<file path="src/rtl/freq_meter.sv">
// freq_meter: measures an asynchronous square wave in two ways.
//   - frequency: rising edges counted per GATE_CYCLES-long gate window
//   - period:    clk cycles between consecutive rising edges
// Optional build macro FREQ_METER_FILTER_EN inserts a 3-sample agreement
// filter after the synchronizer, so input pulses shorter than 3 cycles are
// rejected (edge latency grows from 2 to 4 cycles).
module freq_meter #(
    parameter int unsigned GATE_CYCLES = 32000000,
    parameter int unsigned COUNT_BITS  = 24
) (
    input  logic                  clk,
    input  logic                  rstn,
    input  logic                  enable,
    input  logic                  sig_in,
    output logic [COUNT_BITS-1:0] freq_count,
    output logic                  freq_valid,
    output logic                  freq_ovf,
    output logic [COUNT_BITS-1:0] period_count,
    output logic                  period_valid,
    output logic                  period_ovf
);

    localparam int unsigned           GATE_BITS = (GATE_CYCLES > 1) ? $clog2(GATE_CYCLES) : 1;
    localparam logic [GATE_BITS-1:0]  GATE_LAST = GATE_BITS'(GATE_CYCLES - 1);
    localparam logic [COUNT_BITS-1:0] CNT_MAX   = {COUNT_BITS{1'b1}};
    localparam logic [COUNT_BITS-1:0] CNT_ONE   = COUNT_BITS'(1);

    typedef enum logic [1:0] {
        ST_IDLE = 2'd0,
        ST_ARM  = 2'd1,
        ST_MEAS = 2'd2
    } state_t;

    // ------------------------------------------------------------------
    // Input conditioning
    // ------------------------------------------------------------------
    logic r_sync1;
    logic r_sync2;
    logic r_prev;
    logic w_level;
    logic w_edge_evt;

    // Two-flop synchronizer; keeps running while disabled so re-enable sees no false edge
    always_ff @(posedge clk or negedge rstn) begin
        if (!rstn) begin
            r_sync1 <= 1'b0;
            r_sync2 <= 1'b0;
        end else begin
            r_sync1 <= sig_in;
            r_sync2 <= r_sync1;
        end
    end

`ifdef FREQ_METER_FILTER_EN
    logic [1:0] r_hist;

    // History of the two previous synchronized samples for the agreement check
    always_ff @(posedge clk or negedge rstn) begin
        if (!rstn) begin
            r_hist <= 2'b00;
        end else begin
            r_hist <= {r_hist[0], r_sync2};
        end
    end

    // Level follows the input only once three consecutive samples agree
    assign w_level = ((r_sync2 == r_hist[0]) && (r_sync2 == r_hist[1])) ? r_sync2 : r_prev;
`else
    assign w_level = r_sync2;
`endif

    // Previous conditioned level, used for rising-edge detection
    always_ff @(posedge clk or negedge rstn) begin
        if (!rstn) begin
            r_prev <= 1'b0;
        end else begin
            r_prev <= w_level;
        end
    end

    assign w_edge_evt = w_level & ~r_prev;

    // ------------------------------------------------------------------
    // Frequency: gate window and saturating edge counter
    // ------------------------------------------------------------------
    logic [GATE_BITS-1:0]  r_gate_cnt;
    logic [COUNT_BITS-1:0] r_edge_cnt;
    logic                  r_edge_sat;
    logic [COUNT_BITS-1:0] r_freq_count;
    logic                  r_freq_valid;
    logic                  r_freq_ovf;
    logic                  w_gate_last;
    logic                  w_edge_full;

    assign w_gate_last = (r_gate_cnt == GATE_LAST);
    assign w_edge_full = (r_edge_cnt == CNT_MAX);

    // Gate counting; the terminal cycle's own edge belongs to the closing window
    always_ff @(posedge clk or negedge rstn) begin
        if (!rstn) begin
            r_gate_cnt   <= '0;
            r_edge_cnt   <= '0;
            r_edge_sat   <= 1'b0;
            r_freq_count <= '0;
            r_freq_valid <= 1'b0;
            r_freq_ovf   <= 1'b0;
        end else begin
            r_freq_valid <= 1'b0;
            if (!enable) begin
                r_gate_cnt <= '0;
                r_edge_cnt <= '0;
                r_edge_sat <= 1'b0;
            end else if (w_gate_last) begin
                r_gate_cnt   <= '0;
                r_edge_cnt   <= '0;
                r_edge_sat   <= 1'b0;
                r_freq_count <= (w_edge_evt && !w_edge_full) ? (r_edge_cnt + CNT_ONE) : r_edge_cnt;
                r_freq_ovf   <= r_edge_sat | (w_edge_evt & w_edge_full);
                r_freq_valid <= 1'b1;
            end else begin
                r_gate_cnt <= r_gate_cnt + GATE_BITS'(1);
                if (w_edge_evt) begin
                    if (w_edge_full) begin
                        r_edge_sat <= 1'b1;
                    end else begin
                        r_edge_cnt <= r_edge_cnt + CNT_ONE;
                    end
                end
            end
        end
    end

    // ------------------------------------------------------------------
    // Period: IDLE / ARM / MEAS state machine
    // ------------------------------------------------------------------
    state_t                r_state;
    state_t                w_state_next;
    logic [COUNT_BITS-1:0] r_per_cnt;
    logic [COUNT_BITS-1:0] w_per_cnt_next;
    logic                  w_per_load;
    logic [COUNT_BITS-1:0] w_per_result;
    logic                  w_per_ovf;
    logic [COUNT_BITS-1:0] r_period_count;
    logic                  r_period_valid;
    logic                  r_period_ovf;

    // State and period counter registers
    always_ff @(posedge clk or negedge rstn) begin
        if (!rstn) begin
            r_state   <= ST_IDLE;
            r_per_cnt <= '0;
        end else begin
            r_state   <= w_state_next;
            r_per_cnt <= w_per_cnt_next;
        end
    end

    // Next state, counter update and result latch request
    always_comb begin
        w_state_next   = r_state;
        w_per_cnt_next = r_per_cnt;
        w_per_load     = 1'b0;
        w_per_result   = r_per_cnt;
        w_per_ovf      = 1'b0;
        if (!enable) begin
            w_state_next   = ST_IDLE;
            w_per_cnt_next = '0;
        end else begin
            case (r_state)
                ST_IDLE: begin
                    w_state_next   = ST_ARM;
                    w_per_cnt_next = '0;
                end
                ST_ARM: begin
                    if (w_edge_evt) begin
                        w_state_next   = ST_MEAS;
                        w_per_cnt_next = CNT_ONE;
                    end
                end
                ST_MEAS: begin
                    if (w_edge_evt) begin
                        // an edge wins over a simultaneous saturation
                        w_per_load     = 1'b1;
                        w_per_result   = r_per_cnt;
                        w_per_ovf      = 1'b0;
                        w_per_cnt_next = CNT_ONE;
                    end else if (r_per_cnt == CNT_MAX) begin
                        w_per_load     = 1'b1;
                        w_per_result   = CNT_MAX;
                        w_per_ovf      = 1'b1;
                        w_state_next   = ST_ARM;
                        w_per_cnt_next = '0;
                    end else begin
                        w_per_cnt_next = r_per_cnt + CNT_ONE;
                    end
                end
                default: begin
                    w_state_next   = ST_IDLE;
                    w_per_cnt_next = '0;
                end
            endcase
        end
    end

    // Period result registers and strobe
    always_ff @(posedge clk or negedge rstn) begin
        if (!rstn) begin
            r_period_count <= '0;
            r_period_valid <= 1'b0;
            r_period_ovf   <= 1'b0;
        end else begin
            r_period_valid <= w_per_load;
            if (w_per_load) begin
                r_period_count <= w_per_result;
                r_period_ovf   <= w_per_ovf;
            end
        end
    end

    assign freq_count   = r_freq_count;
    assign freq_valid   = r_freq_valid;
    assign freq_ovf     = r_freq_ovf;
    assign period_count = r_period_count;
    assign period_valid = r_period_valid;
    assign period_ovf   = r_period_ovf;

endmodule

</file>
<file path="config.mk">
export PLATFORM = sky130hd
export DESIGN_NAME = freq_meter
export DESIGN_NICKNAME = d
export VERILOG_FILES = /design/src/rtl/freq_meter.sv
export SDC_FILE = /design/constraint.sdc
export NUM_CORES = 1
export LEC_CHECK = 0
export ABC_AREA = 0
export BUFFER_PORTS_ARGS = -buffer_cell sky130_fd_sc_hd__clkbuf_2
export CELL_PAD_IN_SITES_DETAIL_PLACEMENT = 1
export CELL_PAD_IN_SITES_GLOBAL_PLACEMENT = 1
export CORE_AREA = 2 2 119 121
export DETAILED_ROUTE_END_ITERATION = 10
export DIE_AREA = 0 0 121 123
export PLACE_DENSITY_LB_ADDON = 0.1
export SETUP_SLACK_MARGIN = 0.2
export SYNTH_ARGS = -nofsm -noshare
export SYNTH_HDL_FRONTEND = slang
export SYNTH_SLANG_ARGS = --single-unit
</file>
<file path="constraint.sdc">
create_clock -name clk -period 2.65 [get_ports clk]
set_input_delay 0.53 -clock clk [delete_from_list [all_inputs] [get_ports clk]]
set_output_delay 0.53 -clock clk [all_outputs]
set_load 0.01 [all_outputs]
</file>
======== Yosys cells after proc, flatten, opt, wreduce, memory -nomap -nowiden ========
Index checks and enable logic that the tools add are counted.
operators by class
  muxes and demuxes ....................... 34
  bitwise operators ....................... 4
  add/subtract/negate cells ............... 3
  magnitude comparators ................... 0
  shifts and indexed selects .............. 0
  equality and inequality tests ........... 11
  multipliers ............................. 0
  reductions and logical operators ........ 7
  div/mod/pow operators ................... 0
operators with widths
  cell                                                    number
  two-way mux 24 bit                                      13
  two-way mux 25 bit                                      2
  adder 24 x 1 -> 24 bit (second input constant)          2
  equality test 24 bit (second input constant)            2
  case mux 24 bit (2 select lines)                        1
  adder 25 x 1 -> 25 bit (second input constant)          1
  equality test 25 bit (second input constant)            1
  two-way mux 1 bit                                       13
  inequality test 3 bit (second input constant)           4
  two-way mux 2 bit                                       4
  inequality test 3 x 1 -> 1 bit (second input constant)  2
  case mux 2 bit (3 select lines)                         1
  AND reduction 2 bit                                     3
  AND reduction 3 bit                                     1
  bitwise AND 1 bit                                       2
  equality test 2 x 1 -> 1 bit (second input constant)    1
  equality test 2 bit (second input constant)             1
  logical NOT 2 bit                                       1
  logical AND 1 bit                                       1
  logical NOT 1 bit                                       1
  inverter 1 bit                                          1
  OR 1 bit                                                1
word-level totals
  memories kept ........................... 0
  bits in writable memories ............... 0
  bits in latches ......................... 0
  ROM bits ................................ 0
  bits of input ports ..................... 4
  bits in registers ....................... 131
  output and inout port bits .............. 52
  word-level logic and storage cells ...... 73

======== Longest topological paths before layout ========
Gate-level depths: netlist of run 1.
  depth in word-level cells ............... 5
  gate-level depth with buffers ........... 8
  mapped depth without buffers ............ 7

======== Worst setup path after synthesis of run 1 ========
Ideal clock, no wire load.
  path type ............................... reg-to-reg
  start point ............................. register r_gate_cnt[18]
  end point ............................... register r_freq_count[19] (netlist: freq_count[19])
  clock period less this slack ............ 2.342 ns
  buffers on the path ..................... 1
  data arrival time ....................... 2.273 ns
  data required time ...................... 2.581 ns
  stages on the path, launching flop included .. 7
  library setup time ...................... 0.069 ns
  path slack .............................. 0.308 ns
  path through ............................ dfrtp_1 -> or4_1 -> or4_4 -> or2_4 -> buf_6 -> or4_1 -> nand3_1
between the ends
  longest elaborated chain between the ends .. 2
ends and longest elaborated chain
  element                        RTL line  RTL
  start: declaration             86        logic [GATE_BITS-1:0] r_gate_cnt;
  start signal: assignment       121       r_gate_cnt <= r_gate_cnt + GATE_BITS'(1);
  equality test 25 bit           95        assign w_gate_last = (r_gate_cnt == GATE_LAST);
  AND reduction 2 bit (no line)  n/a
  end signal: assignment         117       r_freq_count <= (w_edge_evt && !w_edge_full) ? (r_edge_cnt + CNT_ONE) : r_edge_cnt;
  end: declaration               89        logic [COUNT_BITS-1:0] r_freq_count;
No other way between the ends.
A chain may end at the register's enable or synchronous reset.

======== Final worst setup path of run 1 ========
  start point ............................. register r_gate_cnt[18]
  end point ............................... register r_freq_count[15] (netlist: freq_count[15])
The elaborated chain is that of the path after synthesis.

==> impl_metrics.xml, run 1 <==
<?xml version="1.0" encoding="UTF-8"?>
<metrics>
  <group name="outcome">
    <metric name="run_status" unit="">finished, final reports clean</metric>
  </group>
  <group name="hold_path">
    <metric name="hold_class" unit="">input port to async pin</metric>
  </group>
  <group name="yosys">
    <metric name="post_synth_main_area_contributors" unit="">dfrtp_1, xnor2_1, nor2_1</metric>
    <metric name="netlist_area" unit="um^2">6140</metric>
    <metric name="synth_top_flop_cell" unit="">dfrtp_1</metric>
    <metric name="yosysTopAreaCellShare" unit="%">53.4</metric>
    <metric name="most_frequent_cells_after_synthesis" unit="">dfrtp_1, nor2_1, nand2_1, nand3_1, o21ai_0</metric>
    <metric name="synth-async-reset-ratio" unit="%">100</metric>
    <metric name="yosysTopAreaCell" unit="">dfrtp_1</metric>
    <metric name="syn_avg_cell_area" unit="um^2">9.86</metric>
    <metric name="unique_cell_type_count_in_the_yosys_netlist" unit="">49</metric>
    <metric name="synth.net_count" unit="">633</metric>
    <metric name="synth.most_common_cell" unit="">dfrtp_1</metric>
    <metric name="synth.yosys.seq_area_share" unit="%">53.4</metric>
    <metric name="syn_inst" unit="">622</metric>
    <metric name="synth_edf_count" unit="">0</metric>
    <metric name="postSynthRegisterBits" unit="">131</metric>
    <metric name="synthesis.yosys.warnings" unit="">0</metric>
  </group>
  <group name="drt">
    <metric name="wirelength" unit="um">16400</metric>
    <metric name="met3_wirelength" unit="um">490</metric>
    <metric name="route.top_layer_used" unit="">met4</metric>
    <metric name="met2WireLength" unit="um">8320</metric>
    <metric name="post-route-drc-count" unit="">0</metric>
    <metric name="avgViaCountPerCell" unit="">5.77</metric>
    <metric name="drtPass1Iterations" unit="">4</metric>
    <metric name="routed-via-count" unit="">5107</metric>
    <metric name="m1WireLength" unit="um">7150</metric>
    <metric name="dr.first_iter.drc_count" unit="">231</metric>
    <metric name="ant_nets" unit="">0</metric>
    <metric name="drt-wirelength-per-cell" unit="um">18.5</metric>
  </group>
  <group name="timing">
    <metric name="clock.fmax" unit="MHz">419</metric>
    <metric name="skew" unit="ns">0.00753</metric>
    <metric name="worst_slack" unit="ns">0.263</metric>
    <metric name="drv_slew" unit="">0</metric>
    <metric name="setup_violations" unit="">0</metric>
    <metric name="timing.final.hold_violations" unit="">0</metric>
    <metric name="relSlewSlack" unit="%">59.7</metric>
    <metric name="share_of_the_cycle_needed_by_the_critical_path_after_routing" unit="%">90.1</metric>
    <metric name="setup_total_negative_slack" unit="ns">0</metric>
    <metric name="grt_setup_unrepaired" unit="">no</metric>
    <metric name="final.min_clock_period" unit="ns">2.39</metric>
    <metric name="fin_worst_hold_slack" unit="ns">0.0900</metric>
    <metric name="worst-slew-pin-transition" unit="ns">0.599</metric>
  </group>
  <group name="cts">
    <metric name="cts.reportedPaths.clkPinSlew" unit="ns">0.06</metric>
    <metric name="clock_tree.buffer_depth" unit="">2</metric>
    <metric name="tritoncts_clock_tree" unit="">built</metric>
    <metric name="cts.sink_count" unit="">131</metric>
    <metric name="cts_hold_buf" unit="">0</metric>
    <metric name="clk_root_buffer_cell" unit="">clkbuf_16</metric>
    <metric name="clock_insertion_delay_worst_skew" unit="ns">0.42</metric>
    <metric name="tritoncts.num_buffers" unit="">17</metric>
    <metric name="ctsHtreeMaxLevel" unit="">4</metric>
  </group>
  <group name="die">
    <metric name="floorplan.core_area" unit="um^2">13600</metric>
    <metric name="placement_rows" unit="">43</metric>
    <metric name="die_width" unit="um">121</metric>
    <metric name="floorplan.initialDensity" unit="%">45.1</metric>
    <metric name="die_height" unit="um">123</metric>
    <metric name="ioPinCount" unit="">56</metric>
    <metric name="dieArea" unit="um^2">14900</metric>
  </group>
  <group name="global_route">
    <metric name="grt_antenna_before_repair" unit="">0</metric>
    <metric name="grt_first_pass_wirelength" unit="um">27000</metric>
    <metric name="grt_start_max_net_pins" unit="">43</metric>
    <metric name="grtUsageTotal" unit="%">23.3</metric>
    <metric name="globalRoute.totalOverflow" unit="">0</metric>
    <metric name="number_of_global_route_vias_before_repair" unit="">5409</metric>
  </group>
  <group name="placed_design">
    <metric name="place_hpwl" unit="um">11400</metric>
    <metric name="placement.setup.worst_slack" unit="ns">0.254</metric>
    <metric name="post_dp_cell_area" unit="um^2">6720</metric>
    <metric name="routabilityCongestion" unit="">0.930</metric>
    <metric name="numPortBuffers" unit="">55</metric>
    <metric name="dp.cells" unit="">851</metric>
  </group>
  <group name="critical_path">
    <metric name="cp_slowest_stage_delay" unit="ns">0.55</metric>
    <metric name="data_required_critical_path" unit="ns">3.01</metric>
    <metric name="ws_path_type" unit="">flop to flop</metric>
    <metric name="cp.arrival" unit="ns">2.74</metric>
    <metric name="cp-start-kind" unit="">flop</metric>
    <metric name="critical-path-slowest-cell" unit="">or4_4</metric>
    <metric name="timing.critical_path.mode_cell" unit="">or4_1</metric>
    <metric name="timing.critical_path.from" unit="">r_gate_cnt[18]</metric>
    <metric name="rr_startpoint" unit="">r_gate_cnt[18]</metric>
    <metric name="crit_path_max_fanout" unit="">6</metric>
    <metric name="worstSetupEndpointType" unit="">flop</metric>
    <metric name="crit_chain" unit="">or4_1 -&gt; or4_4 -&gt; or2_4 -&gt; or4_1 -&gt; nand3_1</metric>
  </group>
  <group name="finish">
    <metric name="diodes" unit="">0</metric>
    <metric name="synthToLayoutAreaGrowth" unit="%">19.9</metric>
    <metric name="final_instance_count_without_filler_cells" unit="">885</metric>
    <metric name="final_cell_area" unit="um^2">7360</metric>
    <metric name="finalNetCount" unit="">704</metric>
    <metric name="post_route_cells_drive_above_1_share" unit="%">17.0</metric>
  </group>
  <group name="pwr">
    <metric name="power.leakage" unit="nW">3.17</metric>
    <metric name="ir_drop" unit="V">0.000400</metric>
    <metric name="power_density" unit="nW/um^2">695</metric>
  </group>
  <group name="job">
    <metric name="cap_violations" unit="">0</metric>
  </group>
</metrics>
cells by family after synthesis:
kind of cell	synth area share, %
simple gates	22.1
mux	0.326
compound gates	12.7
xor+xnor	6.99
flops	53.4
buf+inv	3.02
fa+ha+maj	1.43
timing repair:
action                                  in CTS  in global routing
hold endpoints to repair                     0                  0
endpoints found under the setup margin       0                 39
setup buffers                                0                  2
gates resized for setup                      0                  6
per-layer routing:
| metal | GRT usage (%) | vias up |
|---|---|---|
| met5 | 0 | - |
| met4 | 11.0 | 0 |
| met3 | 4.66 | 29 |
| met2 | 39.9 | 80 |
| met1 | 28.2 | 2625 |
| li1 | - | 2373 |
cell usage in the layout (no fill, tap or decap), drive strengths merged, types with 3 or more instances in the layout:
master  count
dfrtp     131
o211ai      9
bufinv      3
nand2      59
nor4       15
or3        11
nand3      38
a41oi       3
ha          7
a21oi      23
o22a       24
buf        28
or4        11
a31oi       7
clkbuf     81
or2         3
and3        6
inv        15
nand4      16
xnor2      33
nor2       76
nor3       15
and4       10
o21ai      37
xor2       16
nand4b      3
path summary, 6_finish.rpt:
check                                 end  slack [ns]  cells past startpoint
min                         r_per_cnt[15]        0.09                      1
min in group clk                  r_sync1        0.21                      1
max                        freq_count[15]        0.26                      5
min reg2reg                       r_sync2        0.39                      0
max reg2reg                freq_count[15]        0.26                      5
max in group asynchronous  freq_count[16]        1.91                      2
registers in the layout, summed over array words and instances, names as in the netlist, 2 cells and up:
name          count
freq_count       24
r_state           2
r_edge_cnt       24
r_per_cnt        24
period_count     24
r_gate_cnt       25
layout make-up:
cell class,count,area (um^2)
tap,180,225
sequential,131,3280
fill,1556,6250
timing repair buffer,82,497
clock inverter,4,95.1
inverter,15,56.3
multi-input combinational,446,2700
clock buffer,27,503
power by group:
group	internal, mW	leakage (nW)	switching (mW)	total, mW
registers	2.14	1.76	0.0813	2.22
clock network	1.57	0.292	0.826	2.40
logic	0.224	1.11	0.273	0.497
total	3.94	3.17	1.18	5.12
metrics by stage:
stage | util (%) | power, mW
2_1_floorplan | - | 2.51
3_3_place_gp | 49.4 | 2.73
3_5_place_dp | 49.4 | 2.76
4_1_cts | 53.8 | 5.18
5_1_grt | 54.1 | 5.32
6_report | 54.1 | 5.12
worst max-delay path: cells and delay by family (launching register included):
kind / cells / cell delay (ns)
flip-flops: 1 / 0.44
AND/OR/NAND/NOR: 5 / 1.88
Note: power is estimated with default switching activity, not from simulation.
==> run 2: changes to the inputs <==
--- a/config.mk
+++ b/config.mk
@@ -6,7 +6,7 @@
 export NUM_CORES = 1
 export LEC_CHECK = 0
 export ABC_AREA = 0
-export BUFFER_PORTS_ARGS = -buffer_cell sky130_fd_sc_hd__clkbuf_2
+export BUFFER_PORTS_ARGS = -buffer_cell sky130_fd_sc_hd__buf_4
 export CELL_PAD_IN_SITES_DETAIL_PLACEMENT = 1
 export CELL_PAD_IN_SITES_GLOBAL_PLACEMENT = 1
 export CORE_AREA = 2 2 119 121
==> run 2 against run 1 <==
Routed wire length is 2.2% lower. Utilization is 0.65 points higher. Via count is 0.31% higher. Non-clock buffer count is 4 lower. Sequential power hardly changed. Combinational power is 13% higher. Final area is 1.2% higher. First-iteration DRC count is 4.8% lower. Count of clock-buffer cells in the layout is 2 lower. Total power is 2.3% lower. Critical endpoint is now freq_count[11].
==> impl_metrics.xml, run 2 (synthesized netlist as in run 1, its figures left out) <==
<?xml version="1.0" encoding="UTF-8"?>
<metrics>
  <group name="outcome">
    <metric name="run_status" unit="">finished, final reports clean</metric>
  </group>
  <group name="critical_path">
    <metric name="timing.critical_path.from" unit="">r_gate_cnt[15]</metric>
    <metric name="worstSetupPathDepth" unit="">5</metric>
    <metric name="crit_path_max_fanout" unit="">6</metric>
    <metric name="cp.arrival" unit="ns">2.74</metric>
    <metric name="timing.rr.end" unit="">freq_count[11]</metric>
    <metric name="crit_chain" unit="">or4_1 -&gt; or4_4 -&gt; or2_4 -&gt; or4_1 -&gt; nand3_1</metric>
    <metric name="endpoint" unit="">freq_count[11]</metric>
    <metric name="largest_delay_share_family_worst_path" unit="">simple AND/OR/NAND/NOR gates</metric>
    <metric name="ws_path_type" unit="">flop to flop</metric>
    <metric name="critical-path-slowest-cell" unit="">or4_4</metric>
    <metric name="crit_buf_inv" unit="">0</metric>
    <metric name="cp_slowest_stage_delay" unit="ns">0.55</metric>
    <metric name="data_required_critical_path" unit="ns">3.00</metric>
    <metric name="r2r.worst_path.cells" unit="">5</metric>
    <metric name="register_to_register_setup_slack" unit="ns">0.26</metric>
    <metric name="rr_startpoint" unit="">r_gate_cnt[15]</metric>
    <metric name="worstSetupEndpointType" unit="">flop</metric>
    <metric name="cp-start-kind" unit="">flop</metric>
    <metric name="timing.critical_path.mode_cell" unit="">or4_1</metric>
  </group>
  <group name="die">
    <metric name="die_height" unit="um">123</metric>
    <metric name="floorplan.core_area" unit="um^2">13600</metric>
    <metric name="placement_rows" unit="">43</metric>
    <metric name="ioPinCount" unit="">56</metric>
    <metric name="floorplan.initialDensity" unit="%">45.1</metric>
    <metric name="dieArea" unit="um^2">14900</metric>
    <metric name="die_width" unit="um">121</metric>
  </group>
  <group name="timing">
    <metric name="setup_total_negative_slack" unit="ns">0</metric>
    <metric name="final.min_clock_period" unit="ns">2.39</metric>
    <metric name="relSlewSlack" unit="%">55.8</metric>
    <metric name="drv_slew" unit="">0</metric>
    <metric name="worst_slack" unit="ns">0.264</metric>
    <metric name="worst-slew-pin-transition" unit="ns">0.660</metric>
    <metric name="grt_setup_unrepaired" unit="">no</metric>
    <metric name="timing.final.hold_violations" unit="">0</metric>
    <metric name="skew" unit="ns">0.00769</metric>
    <metric name="clock.fmax" unit="MHz">419</metric>
    <metric name="setup_violations" unit="">0</metric>
    <metric name="share_of_the_cycle_needed_by_the_critical_path_after_routing" unit="%">90.0</metric>
  </group>
  <group name="cts">
    <metric name="cts.sink_count" unit="">131</metric>
    <metric name="cts.reportedPaths.clkPinSlew" unit="ns">0.05</metric>
    <metric name="ctsHtreeMaxLevel" unit="">4</metric>
    <metric name="clock_insertion_delay_worst_skew" unit="ns">0.42</metric>
    <metric name="clock_tree.buffer_depth" unit="">2</metric>
    <metric name="tritoncts.num_buffers" unit="">17</metric>
    <metric name="tritoncts_clock_tree" unit="">built</metric>
    <metric name="clk_root_buffer_cell" unit="">clkbuf_16</metric>
  </group>
  <group name="finish">
    <metric name="max_reg_flops" unit="">25</metric>
    <metric name="most_used_cells_in_the_layout_excluding_fill_and_tap_cells" unit="">dfrtp_1, nor2_1, buf_4, nand2_1, nand3_1</metric>
    <metric name="final_cell_area" unit="um^2">7450</metric>
    <metric name="max_flop_register" unit="">r_gate_cnt</metric>
    <metric name="diodes" unit="">0</metric>
    <metric name="fill_cells" unit="">1503</metric>
    <metric name="post_route_cells_drive_above_1_share" unit="%">16.8</metric>
    <metric name="layout_commonest_cell" unit="">dfrtp_1</metric>
    <metric name="final_instance_count_without_filler_cells" unit="">881</metric>
    <metric name="synthToLayoutAreaGrowth" unit="%">21.4</metric>
    <metric name="finalNetCount" unit="">700</metric>
  </group>
  <group name="global_route">
    <metric name="grt_antenna_before_repair" unit="">0</metric>
    <metric name="grtUsageTotal" unit="%">23.0</metric>
    <metric name="globalRoute.totalOverflow" unit="">0</metric>
    <metric name="grt_first_pass_wirelength" unit="um">27000</metric>
    <metric name="number_of_global_route_vias_before_repair" unit="">5421</metric>
    <metric name="grt_start_max_net_pins" unit="">47</metric>
  </group>
  <group name="drt">
    <metric name="wirelength" unit="um">16000</metric>
    <metric name="dr.first_iter.drc_count" unit="">220</metric>
    <metric name="post-route-drc-count" unit="">0</metric>
    <metric name="met3_wirelength" unit="um">458</metric>
    <metric name="met2WireLength" unit="um">8320</metric>
    <metric name="avgViaCountPerCell" unit="">5.81</metric>
    <metric name="drtPass1Iterations" unit="">4</metric>
    <metric name="ant_nets" unit="">0</metric>
    <metric name="m1WireLength" unit="um">6980</metric>
    <metric name="routed-via-count" unit="">5123</metric>
    <metric name="route.top_layer_used" unit="">met4</metric>
    <metric name="drt-wirelength-per-cell" unit="um">18.1</metric>
  </group>
  <group name="placed_design">
    <metric name="dp.cells" unit="">846</metric>
    <metric name="place_hpwl" unit="um">11300</metric>
    <metric name="placement.setup.worst_slack" unit="ns">0.152</metric>
    <metric name="post_dp_cell_area" unit="um^2">6830</metric>
    <metric name="routabilityCongestion" unit="">0.920</metric>
    <metric name="numPortBuffers" unit="">55</metric>
  </group>
  <group name="pwr">
    <metric name="power_density" unit="nW/um^2">671</metric>
    <metric name="power.leakage" unit="nW">3.17</metric>
    <metric name="ir_drop" unit="V">0.000410</metric>
  </group>
  <group name="hold_path">
    <metric name="hold_class" unit="">input port to async pin</metric>
  </group>
  <group name="job">
    <metric name="cap_violations" unit="">0</metric>
  </group>
</metrics>
## run 2: changes by cell type in the layout (fill, tap and decap cells not counted), moves of 2 or more
cell,change
clkbuf_2,-54
buf_4,+50
clkbuf_8,-3
clkinv_2,+3
nor4_1,-2
nor4_2,+2
## run 2: layout make-up
type | instances | area [um^2] | share of cell area, %
Sequential cell | 131 | 3280 | 44.1
Clock inverter | 6 | 80.1 | 1.08
Inverter | 15 | 56.3 | 0.756
Clock buffer | 25 | 465 | 6.25
Multi-Input combinational cell | 446 | 2730 | 36.6
Timing Repair Buffer | 78 | 611 | 8.20
Tap cell | 180 | 225 | 3.02
## run 2: what timing repair did
item,in CTS,in global routing
cloned,0,1
pin swaps,0,1
setup endpoints to repair,18,16
gates resized for setup,2,8
hold buffers,0,0
buffers inserted,0,3
## run 2: report_power, final
part	internal (mW)	total, mW	switching [mW]
logic	0.291	0.563	0.272
registers	2.14	2.22	0.0849
clock network	1.40	2.21	0.817
## run 2: how the worst min path moves through the flow
stage	endpoint	slack, ns	depth (start not counted)
2_1_floorplan	freq_count[0]	0.23	0
3_3_place_gp	r_sync2	0.34	0
3_5_place_dp	r_sync2	0.36	0
4_1_cts	period_count[16]	0.05	1
5_1_grt	period_count[16]	0.07	1
6_report	r_per_cnt[18]	0.05	1
## run 2: metal layers
metal	GRT usage [%]	up-vias
li1	-	2365
met1	28.1	2648
met2	40.1	87
met3	4.75	23
met4	8.94	0
met5	0	-
## run 2: through the flow
step	util (%)	total power, mW	hold WS [ns]
3_5_place_dp	50.2	2.83	0.358
4_1_cts	54.3	5.07	0.0543
6_report	54.7	5.00	0.0540
5_1_grt	54.7	5.21	0.0658
3_3_place_gp	50.2	2.80	0.345
2_1_floorplan	-	2.51	0.234
